`src/rtl/fifo_arb_pkg.sv`:
```
// Shared types and the round-robin search used by the async FIFO read-port arbiter.
package fifo_arb_pkg;

    typedef enum logic {
        ARB_IDLE  = 1'b0,
        ARB_BURST = 1'b1
    } arb_state_e;

    // Widest request vector the search function handles; callers zero-extend.
    localparam int ARB_MAX_REQ = 32;
    localparam int ARB_IDX_W   = $clog2(ARB_MAX_REQ);

    // First set bit of req[n-1:0] searching upward from last+1 with wrap.
    // Returns 0 when no bit is set; callers qualify with |req.
    function automatic int rr_pick(input logic [ARB_MAX_REQ-1:0] req,
                                   input int n,
                                   input int last);
        int   idx;
        logic found;
        rr_pick = 0;
        found   = 1'b0;
        for (int i = 1; i <= ARB_MAX_REQ; i++) begin
            if (i <= n) begin
                idx = last + i;
                if (idx >= n) idx = idx - n;
                if (!found && req[idx[ARB_IDX_W-1:0]]) begin
                    rr_pick = idx;
                    found   = 1'b1;
                end
            end
        end
    endfunction

endpackage

```
`src/rtl/rr_pick_next.sv`:
```
// Combinational round-robin priority encoder: next requester after 'last'.
module rr_pick_next
    import fifo_arb_pkg::*;
#(
    parameter int NUM_REQ = 4,
    parameter int IW      = $clog2(NUM_REQ)
) (
    input  logic [NUM_REQ-1:0] req,
    input  logic [IW-1:0]      last,
    output logic [IW-1:0]      pick,
    output logic               any
);

    logic [ARB_MAX_REQ-1:0] req_ext;

    // Widen the request vector and run the wrap-around search.
    always_comb begin
        req_ext                = '0;
        req_ext[NUM_REQ-1:0]   = req;
        pick                   = IW'(rr_pick(req_ext, NUM_REQ, int'(last)));
        any                    = |req;
    end

endmodule

```
`src/rtl/rptr_rd_arbiter.sv`:
```
// Read-side scheduler sharing one async FIFO read port between NUM_REQ
// consumers. Grants round-robin bursts of up to MAX_BURST words, pops only
// when the single output slot can take the word, and tags each word one-hot
// with the consumer that was granted when it was popped.
module rptr_rd_arbiter
    import fifo_arb_pkg::*;
#(
    parameter  int NUM_REQ   = 4,
    parameter  int DSIZE     = 8,
    parameter  int MAX_BURST = 4,
    localparam int CNTW      = $clog2(MAX_BURST + 1),
    localparam int IW        = $clog2(NUM_REQ)
) (
    input  logic               rclk,
    input  logic               rrst,
    input  logic               rempty,
    input  logic [DSIZE-1:0]   rdata,
    output logic               rinc,
    input  logic [NUM_REQ-1:0] req,
    output logic [NUM_REQ-1:0] grant,
    output logic [NUM_REQ-1:0] out_valid,
    output logic [DSIZE-1:0]   out_data,
    input  logic [NUM_REQ-1:0] out_ready,
    output logic               busy
);

    arb_state_e      state;
    logic [IW-1:0]   gidx;
    logic [IW-1:0]   last;
    logic [CNTW-1:0] burst_cnt;

    logic [IW-1:0]   pick;
    logic            pick_any;
    logic            drain;
    logic            slot_free;
    logic            cnt_below;
    logic [CNTW-1:0] cnt_next;
    logic            burst_done;

    rr_pick_next #(
        .NUM_REQ (NUM_REQ),
        .IW      (IW)
    ) u_pick (
        .req  (req),
        .last (last),
        .pick (pick),
        .any  (pick_any)
    );

    // A pop and a drain of the slot may happen in the same cycle.
    assign drain      = |(out_valid & out_ready);
    assign slot_free  = (out_valid == '0) || drain;
    assign cnt_below  = burst_cnt < CNTW'(MAX_BURST);
    assign rinc       = (state == ARB_BURST) && !rempty && req[gidx] && slot_free && cnt_below;
    assign cnt_next   = burst_cnt + CNTW'(rinc);
    // Burst ends on a full count, a dropped request, or an empty FIFO with no pop.
    assign burst_done = (cnt_next == CNTW'(MAX_BURST)) || !req[gidx] || (rempty && !rinc);
    assign busy       = (state == ARB_BURST) || (out_valid != '0);

    // Grant FSM: arbitrate in IDLE, hold the grant for one burst in BURST.
    always_ff @(posedge rclk) begin
        if (rrst) begin
            state     <= ARB_IDLE;
            grant     <= '0;
            gidx      <= '0;
            last      <= IW'(NUM_REQ - 1);
            burst_cnt <= '0;
        end else if (state == ARB_IDLE) begin
            if (pick_any && !rempty) begin
                state     <= ARB_BURST;
                grant     <= {{(NUM_REQ-1){1'b0}}, 1'b1} << pick;
                gidx      <= pick;
                last      <= pick;
                burst_cnt <= '0;
            end
        end else begin
            burst_cnt <= cnt_next;
            if (burst_done) begin
                state <= ARB_IDLE;
                grant <= '0;
            end
        end
    end

    // Output slot: load on pop (owner = current grant), clear on drain.
    always_ff @(posedge rclk) begin
        if (rrst) begin
            out_valid <= '0;
            out_data  <= '0;
        end else if (rinc) begin
            out_valid <= grant;
            out_data  <= rdata;
        end else if (drain) begin
            out_valid <= '0;
        end
    end

endmodule
```
`config.mk`:
```
export PLATFORM = sky130hd
export DESIGN_NAME = rptr_rd_arbiter
export DESIGN_NICKNAME = d
export VERILOG_FILES = /design/src/rtl/fifo_arb_pkg.sv /design/src/rtl/rr_pick_next.sv /design/src/rtl/rptr_rd_arbiter.sv
export SDC_FILE = /design/constraint.sdc
export NUM_CORES = 1
export LEC_CHECK = 0
export ABC_CLOCK_PERIOD_IN_PS = 3800
export BUFFER_PORTS_ARGS = -buffer_cell sky130_fd_sc_hd__buf_2
export CAP_MARGIN = 20
export CORE_UTILIZATION = 50
export CTS_CLUSTER_DIAMETER = 150
export DETAILED_ROUTE_END_ITERATION = 6
export GPL_ROUTABILITY_DRIVEN = 0
export PLACE_DENSITY = 0.77
export SLEW_MARGIN = 20
export SYNTH_ARGS = -nofsm -noshare
export SYNTH_HDL_FRONTEND = slang
export SYNTH_SLANG_ARGS = --single-unit
```
`constraint.sdc`:
```
create_clock -name rclk -period 3.8 [get_ports rclk]
set_input_delay 0.19 -clock rclk [delete_from_list [all_inputs] [get_ports rclk]]
set_output_delay 0.19 -clock rclk [all_outputs]
set_load 0.02 [all_outputs]
```
==> results.cfg <==
[global_route]
grt_pass1_wl_mm = 4.62
overflow = 0
grt_max_degree = 23
grt_usage_pct = 23.1
grt_pass1_vias = 1034
antenna_found_initial = 0

[placed_design]
placed_cells = 201
dp.final_hpwl_mm = 2.13
place_ws_ns = 0.763
port_buffers = 36

[sta]
max_slew.worst_pin.slew_ns = 0.608
hold_viol = 0
post-route-period-util_pct = 81.5
fin_worst_skew_ns = 0.0131
finalCriticalPeriod_ns = 3.10
slew_violations = 0
max_freq_mhz = 323
setup_viol = 0
fin_ws_ns = 0.701
setup_tns_ns = 0
rsz0062_at_grt = no
slew_headroom_pct = 59.1

[logic_synthesis]
synth_area_per_cell_um2 = 8.93
synth_xor_area_share_pct = 0.690
netlist_instances = 142
ys_seq_area_share_pct = 37.9
syn_nets = 168
synth_top_family_by_area = compound AO/OA/AOI/OAI gates
synth-simple-area-share_pct = 19.9
ys_top_cells_by_area = dfxtp_1, ha_1, nand2_1
yosysTopAreaCell = dfxtp_1
synth_fa_ha_area_share_pct = 6.90
synth_top_area_share_pct = 37.9
ys_warn_count = 0
synth_area_mm2 = 0.00127
synth-seq-cells = 24
synth_compound_area_share_pct = 25.0
synth_cell_type_count = 44
muxShareOfSynthArea_pct = 6.31

[worst_hold_path]
min_path_type = input port to register

[cts]
clk_pin_slew_ns = 0.14
cts-resized-gates = 0
h-tree-depth = 1
post-cts-setup-buffers = 0
postCtsHoldBufs = 0
clk_latency_ns = 0.32
cts.sink_count = 24
cts-buffers-inserted = 3
cts_tree = built
max-clock-path-buffers = 2
cts_root_buffer = clkbuf_4

[floorplan]
fp.dieW_um = 52.4
die_h_um = 52.4
coreArea_mm2 = 0.00230
die-area_mm2 = 0.00274
io_pins = 37
rows = 17
start_util_pct = 55.2

[drt]
finalWirelength_mm = 2.78
drt.antenna.violating_nets = 0
drc = 0
vias = 1169
wl_per_cell_um = 13.6
first_pass_iters = 4
vias_per_cell = 5.70
drtIter0Drc = 34

[setup_path]
required_ns = 4.04
worstPathArrival_ns = 3.33
crit_type = register to register
start_kind = register
end_kind = register
crit_fanout = 14

[power_and_ir_drop]
p_per_area_mw_per_mm2 = 461
p_leak_nw = 0.706
peakVddDrop_v = 0.000345
finalPower_w = 0.000695

[final_layout]
diodes = 0
num-nets-final = 204
drive_gt1_share_pct = 31.1
area_growth_pct = 18.9
stdcell_count = 205

[run_status]
status = finished clean

[flow_run]
cap_violations = 0
[path summary, 6_finish.rpt]
path	startpoint	endpoint	slack (ns)	cells after the start
max	out_valid[2]$_SDFFE_PP0P_	grant[0]$_SDFFE_PP0P_	0.70	9
min reg2reg	out_data[3]$_SDFFE_PP0N_	out_data[3]$_SDFFE_PP0N_	0.46	2
min	rdata[5]	out_data[5]$_SDFFE_PP0N_	0.09	3
max reg2reg	out_valid[2]$_SDFFE_PP0P_	grant[0]$_SDFFE_PP0P_	0.70	9
[registers in the layout, summed over array words and instances, names as in the netlist]
| name | count |
|---|---|
| burst_cnt | 3 |
| gidx | 2 |
| grant | 4 |
| last | 2 |
| out_data | 8 |
| out_valid | 4 |
| state | 1 |
[metrics by stage]
stage / cell area, um2 / hold slack [ns] / util (%)
finish: 1510 / 0.0882 / 65.7
global route: 1510 / 0.0681 / 65.7
CTS: 1510 / 0.0838 / 65.7
detailed placement: 1460 / 0.437 / 63.4
global placement: 1460 / 0.432 / 63.4
floorplan: 1270 / 0.326 / -
[synthesized netlist by cell type, drive strengths merged]
cell and n:
a32o 4, o32ai 1, nor3 5, nand2b 2, dfxtp 24, nand3 3
clkbuf 2, o2bb2ai 1, a211oi 1, o22a 1, or2b 1, a2bb2oi 1
a21bo 1, o21ai 3, xnor2 1, a21boi 1, buf 3, mux2i 2
inv 4, or3 3, mux2 3, ha 7, nand2 19, o22ai 1
nor4 2, nor2b 1, and2b 2, mux4 1, o211a 1, nor2 12
a21o 2, and2 2, a21oi 14, o2111ai 1, a22oi 9, nor3b 1
[cell type report]
cell class	count	area (um2)
Fill cell	196	788
Tap cell	28	35.0
Multi-Input combinational cell	109	746
Clock inverter	1	30.0
Inverter	4	15.0
Sequential cell	24	480
Timing Repair Buffer	36	180
Clock buffer	3	22.5
[placed cells by master, fill, tap and decap left out, types with 3 or more instances in the layout]
cell,n
dfxtp_1,24
o21ai_0,3
nand2_1,19
a21oi_1,14
nor2_1,12
a22oi_1,9
buf_2,36
ha_1,7
nor3_1,5
inv_1,3
nand3_1,3
clkbuf_4,3
[metal layers]
metal	GRT usage, %	part of all wire [%]	up-vias	routed length [um]
li1	-	-	587	-
met1	31.7	49	533	1350
met2	35.0	44	42	1220
met3	5.51	6.1	7	170
met4	7.89	1.3	0	36
met5	0	0	-	0
[power by group]
group / leakage (nW) / internal [W] / switching (W) / total, W
combinational: 0.483 / 0.0000983 / 0.000118 / 0.000216
sequential: 0.195 / 0.000270 / 0.0000250 / 0.000295
clock: 0.0279 / 0.000107 / 0.0000780 / 0.000185
total: 0.706 / 0.000475 / 0.000221 / 0.000695
[cell families (layout without fill, tap and decap cells)]
logic type	Yosys count	in the layout
fa+ha+maj	7	7
compound gates	42	42
simple gates	53	53
flops	24	24
mux	6	6
xor+xnor	1	1
buf+inv	9	44
[critical path, cell delays in order (launching register included)]
cell       delay (ns)
dfxtp_1          0.36
nor4_1           0.57
o2111ai_2        0.35
inv_2            0.29
ha_1             0.19
ha_1             0.23
or3_1            0.37
a21boi_0         0.24
nor3_1           0.14
a32o_2           0.26
(Power assumes the default switching activity.)
